## config.mk

```make
export PLATFORM = sky130hd
export DESIGN_NAME = spiflash_responder
export DESIGN_NICKNAME = d
export VERILOG_FILES = /design/src/rtl/spiflash_responder.sv
export SDC_FILE = /design/constraint.sdc
export NUM_CORES = 1
export LEC_CHECK = 0
export CAP_MARGIN = 20
export CORE_ASPECT_RATIO = 1.25
export CORE_MARGIN = 4
export CORE_UTILIZATION = 28
export CTS_CLUSTER_DIAMETER = 80
export CTS_CLUSTER_SIZE = 40
export DETAILED_ROUTE_END_ITERATION = 12
export SLEW_MARGIN = 20
export SYNTH_ARGS = -nofsm -noshare
export SYNTH_HDL_FRONTEND = slang
export SYNTH_SLANG_ARGS = --single-unit
```

## constraint.sdc

```tcl
create_clock -name core_clk -period 2 [get_ports core_clk]
set_input_delay 0.4 -clock core_clk [delete_from_list [all_inputs] [get_ports core_clk]]
set_output_delay 0.4 -clock core_clk [all_outputs]
set_load 0.05 [all_outputs]
```

## src/rtl/spiflash_responder.sv

```systemverilog
// -----------------------------------------------------------------------------
// spiflash_responder
//
// Single-IO SPI NOR flash responder. It stands in for the external boot flash
// when the management SoC runs on an FPGA. Read commands are served from a
// byte-wide synchronous memory, such as a BRAM preloaded with the firmware
// image. The SPI pins are oversampled in the core_clk domain.
//
// Optional feature macro: FLASH_FAST_READ_EN
//   When defined, FAST READ (0x0B) is accepted and 8 dummy clocks follow the
//   address. When undefined, 0x0B is treated as an unknown opcode.
//
// Ports:
//   core_clk       in   system clock; all logic runs on its rising edge
//   core_rstn      in   asynchronous active-low reset
//   flash_csb      in   chip select from the flash master, active low
//   flash_clk      in   SPI clock from the master (mode 0, idle low)
//   flash_io0      in   serial data from the master (MOSI)
//   flash_io1      out  serial data to the master (MISO)
//   flash_io1_oeb  out  output enable for flash_io1, active low
//   mem_en         out  one-cycle read strobe to the backing memory
//   mem_addr       out  byte address to the backing memory
//   mem_rdata      in   memory data, valid the cycle after mem_en
//   powered_down   out  high while in deep power-down
// -----------------------------------------------------------------------------
module spiflash_responder #(
  parameter int ADDR_WIDTH = 14
) (
  input  logic                  core_clk,
  input  logic                  core_rstn,
  input  logic                  flash_csb,
  input  logic                  flash_clk,
  input  logic                  flash_io0,
  output logic                  flash_io1,
  output logic                  flash_io1_oeb,
  output logic                  mem_en,
  output logic [ADDR_WIDTH-1:0] mem_addr,
  input  logic [7:0]            mem_rdata,
  output logic                  powered_down
);

  typedef enum logic [2:0] {
    ST_IDLE,
    ST_CMD,
    ST_ADDR,
    ST_DUMMY,
    ST_DATA,
    ST_IGNORE
  } state_e;

  // Pin synchronizers. Chip select resets to its idle (deasserted) level.
  logic [1:0] csb_sync_q;
  logic [1:0] clk_sync_q;
  logic [1:0] io0_sync_q;
  logic       clk_prev_q;

  state_e                state_q;
  logic [4:0]            bit_cnt_q;
  // Holds one bit fewer than the address. The incoming bit completes the
  // value, so the top bit is never shifted out unused.
  logic [ADDR_WIDTH-2:0] shift_q;
  logic [7:0]            out_sr_q;
  logic                  load_q;
  logic                  io1_q;
  logic                  oeb_q;
  logic                  mem_en_q;
  logic [ADDR_WIDTH-1:0] mem_addr_q;
  logic                  pd_q;
`ifdef FLASH_FAST_READ_EN
  logic                  fast_q;
`endif

  logic                  csb_s;
  logic                  io0_s;
  logic                  sclk_rise;
  logic                  sclk_fall;
  logic [7:0]            op_d;
  logic [ADDR_WIDTH-1:0] addr_d;

  assign csb_s     = csb_sync_q[1];
  assign io0_s     = io0_sync_q[1];
  assign sclk_rise =  clk_sync_q[1] & ~clk_prev_q;
  assign sclk_fall = ~clk_sync_q[1] &  clk_prev_q;
  // Each value includes the bit arriving on the current rise.
  assign op_d      = {shift_q[6:0], io0_s};
  assign addr_d    = {shift_q, io0_s};

  // NOTE: every register here is assigned with <= so that all state updates
  // take effect together at the clock edge, whatever order the statements are
  // written in. Blocking assignments would let later statements see values
  // that were only just updated in the same cycle.
  always_ff @(posedge core_clk or negedge core_rstn) begin
    if (!core_rstn) begin
      csb_sync_q <= 2'b11;
      clk_sync_q <= 2'b00;
      io0_sync_q <= 2'b00;
      clk_prev_q <= 1'b0;
      state_q    <= ST_IDLE;
      bit_cnt_q  <= '0;
      shift_q    <= '0;
      out_sr_q   <= '0;
      load_q     <= 1'b0;
      io1_q      <= 1'b0;
      oeb_q      <= 1'b1;
      mem_en_q   <= 1'b0;
      mem_addr_q <= '0;
      pd_q       <= 1'b0;
`ifdef FLASH_FAST_READ_EN
      fast_q     <= 1'b0;
`endif
    end else begin
      csb_sync_q <= {csb_sync_q[0], flash_csb};
      clk_sync_q <= {clk_sync_q[0], flash_clk};
      io0_sync_q <= {io0_sync_q[0], flash_io0};
      clk_prev_q <= clk_sync_q[1];

      // mem_en is a single-cycle strobe. Read data returns one cycle later.
      mem_en_q <= 1'b0;
      load_q   <= mem_en_q;
      if (load_q) out_sr_q <= mem_rdata;

      if (csb_s) begin
        // Deselect aborts any partial command. powered_down persists.
        state_q   <= ST_IDLE;
        oeb_q     <= 1'b1;
        io1_q     <= 1'b0;
        load_q    <= 1'b0;
        bit_cnt_q <= '0;
      end else begin
        unique case (state_q)
          ST_IDLE: begin
            state_q   <= ST_CMD;
            bit_cnt_q <= '0;
          end

          ST_CMD: if (sclk_rise) begin
            shift_q   <= addr_d[ADDR_WIDTH-2:0];
            bit_cnt_q <= bit_cnt_q + 5'd1;
            if (bit_cnt_q == 5'd7) begin
              bit_cnt_q <= '0;
              state_q   <= ST_IGNORE;
              if (op_d == 8'hAB) begin
                pd_q <= 1'b0;
              end else if (!pd_q) begin
                unique case (op_d)
                  8'h03: begin
                    state_q <= ST_ADDR;
`ifdef FLASH_FAST_READ_EN
                    fast_q  <= 1'b0;
`endif
                  end
`ifdef FLASH_FAST_READ_EN
                  8'h0B: begin
                    state_q <= ST_ADDR;
                    fast_q  <= 1'b1;
                  end
`endif
                  8'hB9:   pd_q <= 1'b1;
                  default: ;
                endcase
              end
            end
          end

          ST_ADDR: if (sclk_rise) begin
            shift_q   <= addr_d[ADDR_WIDTH-2:0];
            bit_cnt_q <= bit_cnt_q + 5'd1;
            if (bit_cnt_q == 5'd23) begin
              // Only the low ADDR_WIDTH bits select a byte. Upper bits wrap.
              bit_cnt_q  <= '0;
              mem_addr_q <= addr_d;
              mem_en_q   <= 1'b1;
`ifdef FLASH_FAST_READ_EN
              if (fast_q) begin
                state_q <= ST_DUMMY;
              end else begin
                state_q <= ST_DATA;
                oeb_q   <= 1'b0;
              end
`else
              state_q <= ST_DATA;
              oeb_q   <= 1'b0;
`endif
            end
          end

          ST_DUMMY: if (sclk_rise) begin
            bit_cnt_q <= bit_cnt_q + 5'd1;
            if (bit_cnt_q == 5'd7) begin
              bit_cnt_q <= '0;
              state_q   <= ST_DATA;
              oeb_q     <= 1'b0;
            end
          end

          ST_DATA: if (sclk_fall) begin
            io1_q     <= out_sr_q[7];
            out_sr_q  <= {out_sr_q[6:0], 1'b0};
            bit_cnt_q <= bit_cnt_q + 5'd1;
            if (bit_cnt_q == 5'd7) begin
              // The last bit of this byte is now on the wire. Fetch the next
              // byte so it is loaded before the following fall.
              bit_cnt_q  <= '0;
              mem_en_q   <= 1'b1;
              mem_addr_q <= mem_addr_q + 1'b1;
            end
          end

          ST_IGNORE: ;

          default: state_q <= ST_IDLE;
        endcase
      end
    end
  end

  assign flash_io1     = io1_q;
  assign flash_io1_oeb = oeb_q;
  assign mem_en        = mem_en_q;
  assign mem_addr      = mem_addr_q;
  assign powered_down  = pd_q;

endmodule
```

Word-level counts from Yosys, hierarchy flattened
Index checks and enable logic that the tools add are counted.
- register bits after elaboration: 55
- input bits: 13
- output and inout bits: 18
- add/sub/neg operators: 2
- equality and inequality tests: 23
- muxes and demuxes: 46
- bitwise gates (word level): 5
- reductions and logical operators: 16
- operators with widths (kind ; count):
    14-bit two-way mux ; 4
    8-bit two-way mux ; 4
    3-bit two-way mux ; 10
    5-bit two-way mux ; 6
    14-bit case mux with 2 select lines ; 1
    3-bit inequality test, second input constant ; 7
    5-bit case mux with 4 select lines ; 1
    1-bit two-way mux ; 17
    8-bit == test, second input constant ; 2
    3-bit case mux with 5 select lines ; 1
    14-bit by 1-bit adder with 14-bit output, second input constant ; 1
    8-bit by 2-bit == test with 1-bit output, second input constant ; 1
    2-bit inequality test, second input constant ; 4
    4-bit AND reduction ; 2
    7-bit AND reduction ; 1
    3-bit by 2-bit == test with 1-bit output, second input constant ; 2
    3-bit == test, second input constant ; 2
    6-bit AND reduction ; 1
    2-bit nonzero test ; 3
    2-bit OR reduction ; 3
    5-bit by 1-bit adder with 5-bit output, second input constant ; 1
    5-bit by 3-bit == test with 1-bit output, second input constant ; 1
    5-bit == test, second input constant ; 1
    5-bit AND reduction ; 1
    11 further kinds ; 15

Longest topological paths before layout
Gate-level depths: netlist of the first run.
- depth after elaboration: 8
- gate-level depth with buffers: 7
- depth with buffers taken out: 6

Worst setup path before layout of the first run
No wires, ideal clock.
- path kind: register -> register
- from: reg mem_addr_q[0], in the netlist mem_addr[0]
- to: reg mem_addr_q[11], in the netlist mem_addr[11]
- library setup time: 80 ps
- data arrival time: 1724 ps
- required time: 1920 ps
- slack: 196 ps
- cell stages (with the launch flop): 7
- buffers on the path: 1
- clock period less this slack: 1804 ps
- cell sequence: dfrtp_1 -> and3_1 -> and4_1 -> clkbuf_1 -> nand4_1 -> a21oi_1 -> a2bb2oi_1
- cells in the longest elaborated chain, start to end: 4
- RTL lines (item ; RTL line ; text):
    start, declared ; 67 ; logic [ADDR_WIDTH-1:0] mem_addr_q;
    start signal, assigned ; 171 ; mem_addr_q <= addr_d;
    start signal, assigned ; 205 ; mem_addr_q <= mem_addr_q + 1'b1;
    14-bit by 1-bit adder with 14-bit output ; 205 ;
    14-bit two-way mux ; 200 ; if (bit_cnt_q == 5'd7) begin
    14-bit two-way mux ; 196 ; ST_DATA: if (sclk_fall) begin
    14-bit case mux with 2 select lines ; 130 ; unique case (state_q)
No other way between the ends. The select of a mux whose other input is x is not followed.
A chain may end at the register's enable or synchronous reset.

Final worst setup path of the first run
- from: reg mem_addr_q[1], in the netlist mem_addr[1]
- to: out mem_addr[1]
- RTL lines (item ; RTL line ; text):
    end, declared ; 37 ; output logic [ADDR_WIDTH-1:0] mem_addr,
No word-level cell between the ends.

==> qor.csv, run 1 <==
metric;value;unit
layout-drive-gt1-share;18.39;%
clkPwrFrac;29.6;%
powerDensity;895.2;mW/mm²
wl_per_cell;13.87;µm
pre_cts_ws;0.1056;ns
maxCapViolations;0;
synth_flop_cell;dfrtp_1;
rsz0062_at_grt;false;
port_buffers;30;
crit_type;register to primary output;
ys_seq_area_share;49.40;%
numCtsBuffers;5;
crit_required;1.60;ns
grt_max_degree;35;
diodes;0;
pwr-share-seq;42.3;%
yosysTopAreaCell;dfrtp_1;
synth_top_family_by_area;simple AND/OR/NAND/NOR gates;
ant_nets;0;
hold_viol;0;
drc_errors;0;
pin_count;31;
final_cell_mix;dfrtp_1 (52), a21oi_1 (25), nand2_1 (21);
hold_path.class;register to register;
cts_max_level;2;
final_common_cell;dfrtp_1;
worst_pin_slew;0.5068;ns
p_sw_share;32.26;%
min_period_over_period;96.67;%
dp_hpwl;4.358;mm
holdPathEnd;clk_sync_q[1];
start_util;28.92;%
setup_slack;0.06654;ns
fmaxAchievable;517.2;MHz
setup_viol;0;
synth_fa_ha_area_share;0.8957;%
fp.dieH;119.7;µm
p_comb_share;28.1;%
synth_top_area_share;46.57;%
rows;40;
drt-initial-drc-count;94;
r2r_end;mem_addr[9];
drt-met1-wl;3.034;mm
p_int;2.086;mW
core;0.009659;mm²
grtUsageTotal;10.66;%
grt_overflow;0;
slowest_delay;0.83;ns
gp_congestion;0.7911;
dr.max_layer_used;met4;
r2r_cells;6;
wl_met3;146;µm
critical_path.top_delay_family;buffers and inverters;
clk_latency;0.29;ns
synth_xor_area_share;0;%
fin_nets;324;
clk_pin_slew_worst_paths;0.07;ns
ys_seq_elements;55;
clkSinkCount;55;
synthSimpleGateAreaFrac;18.85;%
wl_met2;2.848;mm
synth_mux_area_share;8.061;%
relSlewSlack;66.11;%
die_w;97.35;µm
synth_area_leaders;dfrtp_1 (47%), mux2_2 (4.8%), a21oi_1 (4.5%);
clockBufferDepth;2;
syn_avg_cell_area;10.12;µm²
slew_viol_final;0;
min_path_cells;0;
worstPathArrival;1.53;ns
rrSetupSlack;0.15;ns
ys_async_sr_fraction;100.0;%
start_kind;register;
synth_compound_area_share;18.76;%
regArea;0.001380;mm²
crit_chain;clkdlybuf4s50_1;
rr_startpoint;state_q[1];
hp-start;clk_sync_q[0];
vias;2184;
yosysUniqueCellTypes;57;
clock_skew;0.007461;ns
setup_tns;0;ns
multiInputGateArea;0.001318;mm²
crit_slowest_cell;clkdlybuf4s50_1;
die_area;0.01165;mm²
root_buffer;clkbuf_16;
syn-cell-area;0.002794;mm²
cp_max_fo;4;
firstDrtPassIters;4;
synth_cells;276;
syn_nets;291;
totalWireLength;6.047;mm
path_buf_inv;1;
n_fill_cell;949;
synth_edf_count;0;
cp-end-kind;primary output;
cts_tree;yes;
yosysWarnings;0;
antenna_found_initial;0;
p_sw;993.4;µW
outcome;completed;
irDropWorstVdd;0.0005196;V
power;3.079;mW
grt_pass1_vias;2135;
grt_pass1_wl;10.47;mm
areaGrowthSynthToFinish;23.11;%
via_per_inst;5.009;
fin_crit;1.933;ns
p_leak;1.451;nW
cell usage after synthesis, types with 4 or more instances:
| library cell | n |
|---|---|
| o21ai_1 | 4 |
| dfrtp_1 | 52 |
| mux2i_1 | 9 |
| o22ai_1 | 6 |
| mux2_2 | 12 |
| clkbuf_1 | 7 |
| inv_1 | 5 |
| a21oi_1 | 25 |
| nand2_1 | 21 |
| a2bb2oi_1 | 5 |
| nor2b_1 | 5 |
| o21ai_0 | 17 |
| nor2_1 | 18 |
| nand2b_1 | 6 |
| nand3_1 | 13 |
| buf_2 | 6 |
state kept, by name, indices dropped and copies added (netlist names):
register and cells:
bit_cnt_q 5, clk_prev_q 1, clk_sync_q 2, csb_sync_q 2, flash_io1 1, flash_io1_oeb 1, io0_sync_q 2, load_q 1
mem_addr 14, mem_en 1, out_sr_q 8, powered_down 1, shift_q 13, state_q 3
layout make-up:
cell class,instances,area share (%)
inverters,6,0.7275
repair buffers,43,11.64
clock buffers,6,4.038
clock inverters,2,0.5820
multi-input cells,198,38.30
well taps,126,4.583
flip-flops and latches,55,40.12
power groups by stage:
stage          Sequential [mW]  Combinational, mW  Clock (mW)
3_5_place_dp              1.32              0.848           0
4_1_cts                   1.30              0.858       0.941
6_report                  1.30              0.865       0.912
2_1_floorplan             1.31              0.602           0
3_3_place_gp              1.32              0.838           0
5_1_grt                   1.32              0.967       0.988
logic make-up after synthesis:
kind of cell             after synthesis
AND/OR/NAND/NOR                       94
AO/OA/AOI/OAI                         81
flip-flops                            55
buffers and inverters                 23
multiplexers                          21
adder cells (fa/ha/maj)                2
per-stage QoR:
| stage | utilization, % | instance area (µm²) | std cells | hold WS, ns |
|---|---|---|---|---|
| 5_1_grt | 35.61 | 3440 | 436 | 0.3569 |
| 3_5_place_dp | 33.64 | 3249 | 427 | 0.2400 |
| 2_1_floorplan | - | 2794 | 276 | 0.1044 |
| 4_1_cts | 35.39 | 3418 | 436 | 0.3531 |
| 6_report | 35.61 | 3440 | 436 | 0.3513 |
| 3_3_place_gp | 33.64 | 3249 | 427 | 0.2346 |
metal layers:
| layer | vias up | track usage, % |
|---|---|---|
| met5 | - | 0 |
| li1 | 1075 | - |
| met1 | 1073 | 15.15 |
| met3 | 2 | 1.686 |
| met4 | 0 | 1.818 |
| met2 | 34 | 17.44 |
worst max path at each step:
| stage | cells after the start | to | from | slack, ns |
|---|---|---|---|---|
| 3_5_place_dp | 7 | mem_addr[8] | state_q[2] | 0.11 |
| 5_1_grt | 7 | mem_addr[13] | state_q[2] | 0.008 |
| 4_1_cts | 1 | mem_addr[6] | mem_addr[6] | 0.03 |
| 6_report | 1 | mem_addr[1] | mem_addr[1] | 0.07 |
| 2_1_floorplan | 6 | mem_addr[11] | mem_addr[0] | 0.20 |
| 3_3_place_gp | 7 | mem_addr[13] | state_q[2] | 0.16 |
repair_timing:
item | CTS | global route
endpoints found under the setup margin | 0 | 11
hold endpoints to repair | 3 | 0
hold buffers | 1 | 0
resized for setup | 0 | 4
buffers inserted | 0 | 0
(Power assumes the default switching activity.)
==> run 2, diff against run 1 <==
--- a/config.mk
+++ b/config.mk
@@ -9,7 +9,7 @@
 export CORE_ASPECT_RATIO = 1.25
 export CORE_MARGIN = 4
 export CORE_UTILIZATION = 28
-export CTS_CLUSTER_DIAMETER = 80
+export CTS_CLUSTER_DIAMETER = 40
 export CTS_CLUSTER_SIZE = 40
 export DETAILED_ROUTE_END_ITERATION = 12
 export SLEW_MARGIN = 20
==> results of run 2 <==
No change in the layout: final DEF, timing and power equal those of run 1.
==> run 3, diff against run 2 <==
--- a/config.mk
+++ b/config.mk
@@ -12,6 +12,7 @@
 export CTS_CLUSTER_DIAMETER = 40
 export CTS_CLUSTER_SIZE = 40
 export DETAILED_ROUTE_END_ITERATION = 12
+export SKIP_CTS_REPAIR_TIMING = 1
 export SLEW_MARGIN = 20
 export SYNTH_ARGS = -nofsm -noshare
 export SYNTH_HDL_FRONTEND = slang
==> run 3 against run 2 <==
Compared with the run above: sequential power is essentially flat; setup slack is the same; sequential cell count is the same; sequential share of layout area is the same; critical path depth is the same; hold slack is essentially flat; non-clock buffer count is the same; clock-buffer cell count is the same; power is essentially flat; critical path type unchanged; highest routed layer unchanged.
==> qor.csv, run 3 (synthesis gave the netlist of run 1 again) <==
metric;value;unit
drc_errors;0;
pre_cts_ws;0.1056;ns
powerDensity;895.4;mW/mm²
setup_tns;0;ns
outcome;completed;
setup_slack;0.06654;ns
numCtsBuffers;5;
clkPwrFrac;29.6;%
drt-initial-drc-count;99;
start_kind;register;
layout-drive-gt1-share;18.39;%
rsz0062_at_grt;false;
core;0.009659;mm²
wl_per_cell;13.88;µm
areaGrowthSynthToFinish;23.11;%
totalWireLength;6.053;mm
slowest_delay;0.83;ns
largest_reg_flops;14;
clock_skew;0.007489;ns
rrSetupSlack;0.15;ns
firstDrtPassIters;4;
gp_congestion;0.7911;
diodes;0;
stdcell_count;436;
grtUsageTotal;10.66;%
antenna_found_initial;0;
crit_chain;clkdlybuf4s50_1;
fin_nets;324;
slew_viol_final;0;
die_w;97.35;µm
grt_overflow;0;
fp.dieH;119.7;µm
placed_area;0.003249;mm²
p_leak;1.451;nW
min_period_over_period;96.67;%
p_sw;994.1;µW
cp_max_fo;4;
p_int;2.086;mW
crit_slowest_cell;clkdlybuf4s50_1;
grt_max_degree;35;
p_comb_share;28.1;%
pwr-share-seq;42.3;%
final_common_cell;dfrtp_1;
hold_viol;0;
clockBufferDepth;2;
clk_latency;0.29;ns
n_fill_cell;948;
die_area;0.01165;mm²
grt_pass1_vias;2130;
via_per_inst;5.009;
critical_path.top_delay_family;buffers and inverters;
port_buffers;30;
cp-end-kind;primary output;
vias;2184;
holdWs;0.3513;ns
hold_path.class;register to register;
final_cell_mix;dfrtp_1 (52), a21oi_1 (25), nand2_1 (21);
clkSinkCount;55;
fin_crit;1.933;ns
clk_pin_slew_worst_paths;0.07;ns
p_sw_share;32.28;%
dp_hpwl;4.358;mm
rows;40;
placedCellCount;427;
crit_required;1.60;ns
worst_pin_slew;0.5068;ns
fmaxAchievable;517.2;MHz
irDropWorstVdd;0.0005196;V
path_buf_inv;1;
maxCapViolations;0;
root_buffer;clkbuf_16;
relSlewSlack;66.11;%
grt_pass1_wl;10.46;mm
crit_type;register to primary output;
cts_max_level;2;
start_util;28.92;%
cts_tree;yes;
ant_nets;0;
worstPathArrival;1.53;ns
setup_viol;0;
pin_count;31;
fin_area;0.003440;mm²
[run 3: cell counts in the layout (fill, tap and decap cells not counted)]
No cell type changed its count.
[run 3: final timing paths]
kind,to,from,cells after the start
max,mem_addr[1],mem_addr[1],1
min,io0_sync_q[1],io0_sync_q[0],0
max reg2reg,mem_addr[9],state_q[1],6
min reg2reg,io0_sync_q[1],io0_sync_q[0],0
max in group asynchronous,csb_sync_q[1],core_rstn,3
min in group asynchronous,state_q[2],core_rstn,2
[run 3: metrics by stage]
stage	power (mW)	util, %
floorplan	1.912	-
global placement	2.159	33.64
detailed placement	2.173	33.64
CTS	3.100	35.29
global route	3.275	35.61
finish	3.080	35.61
[run 3: power groups by stage]
stage          sequential, mW  combinational (mW)  clock (mW)
2_1_floorplan            1.31               0.602           0
3_3_place_gp             1.32               0.838           0
3_5_place_dp             1.32               0.848           0
4_1_cts                  1.30               0.857       0.941
5_1_grt                  1.32               0.967       0.988
6_report                 1.30               0.865       0.913
[run 3: final cells by class]
class | instances | area, µm² | share of cell area [%]
inverter | 6 | 25.02 | 0.7275
sequential | 55 | 1380 | 40.12
clock buffer | 6 | 138.9 | 4.038
clock inverter | 2 | 20.02 | 0.5820
multi-input combinational | 198 | 1318 | 38.30
timing repair buffer | 43 | 400.4 | 11.64
tap | 126 | 157.7 | 4.583
[run 3: layer usage]
| metal | up-vias | GRT usage (%) | wire [µm] |
|---|---|---|---|
| met3 | 2 | 1.686 | 146 |
| met4 | 0 | 1.818 | 18 |
| met5 | - | 0 | 0 |
| met2 | 34 | 17.40 | 2846 |
| li1 | 1075 | - | - |
| met1 | 1073 | 15.18 | 3042 |
==> variant 1: new RTL, config.mk and constraints of run 1 <==
Compare `bit_cnt_q` against `5'd23` with >= in place of ==.
--- a/src/rtl/spiflash_responder.sv
+++ b/src/rtl/spiflash_responder.sv
@@ -167,3 +167,3 @@
             bit_cnt_q <= bit_cnt_q + 5'd1;
-            if (bit_cnt_q == 5'd23) begin
+            if (bit_cnt_q >= 5'd23) begin
               // Only the low ADDR_WIDTH bits select a byte. Upper bits wrap.
Function: same outputs for any inputs over 10 cycles, from zero or initial values and one cycle with core_rstn low; that may be too few to reach the edited logic, so the function may still have changed.
==> variant 1 against run 1 <==
- wire length is 7.5% higher
- largest cell class is now multi-input gates
- synthesized area fell by 0.63%
- the run now ends with setup timing left
- first-iteration DRC count grew 7.4%
- setup slack got worse by 0.10 ns
- design area is 6.9% higher
- sequential share of layout area shrank 2.6 points
- sequential cell count unchanged
- highest routed layer unchanged
Power is not compared: it rests on default switching activity, and its combinational part moved more than twofold at a synthesized area within 25%.
==> variant 1: results (changes against run 1) <==
[global_routing]
grt_usage_pct = 11.2  ; +0.58 points
grt_pass1_vias = 2306  ; +8.0%
grt_pass1_wl_um = 10900  ; +4.3%
grt_max_degree = 34  ; -2.9%

[worst_setup_path]
worst-endpoint-arrival_ns = 2.22  ; +0.69 ns
cp_top_family = compound AO/OA/AOI/OAI gates
cpMaxStageDelayCell = dfrtp_1
max_stage_delay_ns = 0.41  ; -0.42 ns

[timing]
finalWorstSetupSlack_ns = -0.0339  ; -0.100 ns
fin_worst_skew_ns = 0.00282  ; -0.00464 ns
setup_viol = 1  ; +1
tightest_slew_ns = 0.503  ; -0.00382 ns
fin_tns_setup_ns = -0.0339  ; -0.0339 ns

[cells_and_area]
fin_cells = 456  ; +4.6%
drive_gt1_share_pct = 30.3  ; +12 points
nFillCells = 996  ; +5.0%
nNetsFinal = 344  ; +6.2%
largest_reg_flops = 14  ; unchanged

[synthesis]
ys.flop_type = dfrtp_1
ys_seq_area_share_pct = 49.7  ; +0.31 points
syn_nets = 283  ; -2.7%
avgSynthCellArea_sq_um = 10.4  ; +2.3%
ys_types = 59  ; +3.5%
ys_top_cells_by_count = dfrtp_1 (52), nand2_1 (42), a21oi_1 (15), mux2_2 (15), o21ai_0 (15)
ys_warn_count = 0  ; unchanged
yosys-top-cells-area = dfrtp_1 (47%), mux2_2 (6.1%), nand2_1 (5.7%)

[place]
dp.final_hpwl_um = 4540  ; +4.3%
place_congestion = 0.819  ; +3.5%
dp.cells = 442  ; +3.5%

[route]
routed_via_density = 5.00  ; -0.23%
wirelength_um = 6500  ; +7.5%
first_pass_iters = 4  ; unchanged
drt_iter0_markers = 101  ; +7.4%

[status]
violations = setup timing
status = complete, but fails checks

[clock_network]
clkLatencyLatePin_ns = 0.29  ; about the same

[worst_hold_path]
hold_path_class = in -> async

-- variant 1: report_power, final --
part | switching (mW) | internal, mW
clock | 0.386 | 0.593
combinational | 0.143 | 0.151
sequential | 0.0727 | 1.17
total | 0.602 | 1.92
-- variant 1: kinds of logic after synthesis --
logic type	after synthesis	synth area share, %
AOI/OAI and AO/OA	72	18.0
xor gates and xnor gates	3	0.947
adders and majority gates	2	0.901
buffers and inverters	16	2.97
DFF	55	49.7
muxes	23	8.97
and+or+nand+nor	97	18.5
-- variant 1: metal layers --
metal  up-vias  share of wire (%)  GRT usage, %
met1      1119                 46          13.9
met5         -                  0             0
met3         7                3.4          2.17
li1       1113                  -             -
met2        40                 49          19.6
met4         0                1.4          3.60
-- variant 1: final cells by class --
type,instances,share of cell area [%]
inverters,2,0.204
repair buffers,68,15.5
flip-flops and latches,55,37.6
multi-input cells,197,38.0
clock buffers,7,3.61
clock inverters,1,0.817
well taps,126,4.29
-- variant 1: repair_timing --
item / CTS / global route
endpoints found under the setup margin: 11 / 15
buffers inserted: 1 / 3
gates resized for setup: 2 / 25
pin swaps: 2 / 7
gates cloned: 0 / 2
-- variant 1: through the flow --
stage                     utilization [%]  instance area (sq um)  setup slack [ns]
after floorplan                         -                   2780           0.00820
after global placement               34.9                   3370           -0.0767
after detailed placement             34.9                   3370           -0.0803
after CTS                            36.7                   3550          -0.00121
after global routing                 38.1                   3680            -0.100
final                                38.1                   3680           -0.0339
-- variant 1: final timing paths --
check | start | endpoint | slack (ns) | depth (start not counted)
max in group asynchronous | core_rstn | csb_sync_q[1] | 1.51 | 2
min reg2reg | io0_sync_q[0] | io0_sync_q[1] | 0.36 | 0
max | clk_prev_q | mem_addr[0] | -0.03 | 6
max reg2reg | clk_prev_q | mem_addr[0] | -0.03 | 6
min | core_rstn | out_sr_q[1] | 0.09 | 2
min in group core_clk | io0_sync_q[0] | io0_sync_q[1] | 0.36 | 0
==> variant 2: new RTL, flow settings as in run 1 <==
Made on the original files. Build with the macro `FLASH_FAST_READ_EN` defined.
--- a/src/rtl/spiflash_responder.sv
+++ b/src/rtl/spiflash_responder.sv
@@ -25,2 +25,4 @@
 // -----------------------------------------------------------------------------
+`define FLASH_FAST_READ_EN
+
 module spiflash_responder #(
Function: no difference found for any inputs over 10 cycles, from zero or initial values and one cycle with core_rstn low; that may be too few to reach the edited logic, so the function may still have changed.
==> variant 2 against run 1 <==
- synthesized area up 0.18%
- design area up 2.8%
- critical path depth up 3
- wire length up 3.6%
- power up 12%
- count of clock-buffer cells in the layout up 1
- sequential cell count up 1
- clock power up 6.2%
- setup slack better by 0.0057 ns
- clock skew about the same
- largest cell class unchanged
- via count up 4.2%
==> variant 2: results (changes against run 1) <==
[power]
ir_drop_mv = 0.357  ; -31%
comb_power_share_pct = 30.2  ; +2.1 points
p_switching_mw = 1.06  ; +6.8%
switching_share_pct = 30.7  ; -1.5 points
power_clock_mw = 0.969  ; +6.2%

[worst_hold_path]
hold_path_class = in -> async

[route]
dr_wl_met3_um = 327  ; +120%
top_layer_used = met4
vias = 2275  ; +4.2%
wirelength_um = 6270  ; +3.6%
drt-met1-wl_um = 2780  ; -8.3%
routed-wl-met2_um = 3040  ; +6.6%
drt_iter0_markers = 122  ; +30%

[global_routing]
grt_pass1_vias = 2246  ; +5.2%
grt_pass1_wl_um = 10900  ; +4.3%
met2_usage_pct = 18.5  ; +1.0 points
met3_usage_pct = 2.21  ; +0.52 points
grt_max_degree = 38  ; +8.6%
grtUsageMet1_pct = 14.5  ; -0.64 points
grt_usage_pct = 11.2  ; +0.51 points

[timing]
slew_headroom_pct = 63.5  ; -2.6 points
whs_ns = 0.0605  ; -0.291 ns
fin_worst_skew_ns = 0.00704  ; -0.000421 ns

[worst_setup_path]
r2r_end = powered_down
max_stage_delay_ns = 0.52  ; -0.31 ns
cp_top_family = simple AND/OR/NAND/NOR gates
cp_max_fo = 9  ; +5
reg2reg_slack_ns = 0.07  ; -0.08 ns
r2r_cells = 4  ; -2
cpMaxStageDelayCell = or4_4
worstReg2RegStart = state_q[0]

[synthesis]
ys_seq_area_share_pct = 50.2  ; +0.81 points
ys_top_cells_by_count = dfrtp_1 (53), nand2_1 (33), o21ai_0 (27)
avgSynthCellArea_sq_um = 9.96  ; -1.6%
ys_warn_count = 0  ; unchanged
synthXorXnorAreaFrac_pct = 0.626  ; +0.63 points
ys_types = 50  ; -12%
synth_compound_area_share_pct = 16.8  ; -2.0 points
syn_nets = 296  ; +1.7%
synth.area.mux_share_pct = 8.40  ; +0.34 points
yosys-top-cells-area = dfrtp_1 (47%), o21ai_0 (4.8%), mux2_2 (4.8%)
yosys.area_share.adder_pct = 0.894  ; -0.0016 points

[place]
place_congestion = 0.810  ; +2.4%
dp.final_hpwl_um = 4630  ; +6.2%
dp.cells = 447  ; +4.7%
place_ws_ns = 0.0754  ; -0.0302 ns

[status]
status = completed

[cells_and_area]
drive_gt1_share_pct = 22.1  ; +3.7 points
fin_cells = 456  ; +4.6%
nNetsFinal = 344  ; +6.2%

[clock_network]
clock_path_buffers = 2  ; unchanged
hold_buffers = 0  ; -1

variant 2: cell types whose count changed after synthesis, sizes merged, moves of 4 or more:
cell / change
a21oi: -5
nor2: -9
clkbuf: -4
nand2: +12
o21ai: +5
variant 2: area by class of cell:
| class | count | area, sq um |
|---|---|---|
| Clock buffer | 7 | 133 |
| Clock inverter | 1 | 30.0 |
| Fill cell | 985 | 6170 |
| Inverter | 8 | 32.5 |
| Multi-Input combinational cell | 203 | 1300 |
| Sequential cell | 56 | 1410 |
| Tap cell | 126 | 158 |
| Timing Repair Buffer | 55 | 480 |
variant 2: worst max-delay path by stage:
stage | start | endpoint | cells after the start
after floorplan | mem_addr[0] | mem_addr[10] | 6
after global placement | state_q[0] | powered_down | 4
after detailed placement | state_q[2] | mem_addr[1] | 7
after CTS | state_q[2] | mem_addr[1] | 7
after global routing | state_q[0] | powered_down | 4
final | state_q[0] | powered_down | 4
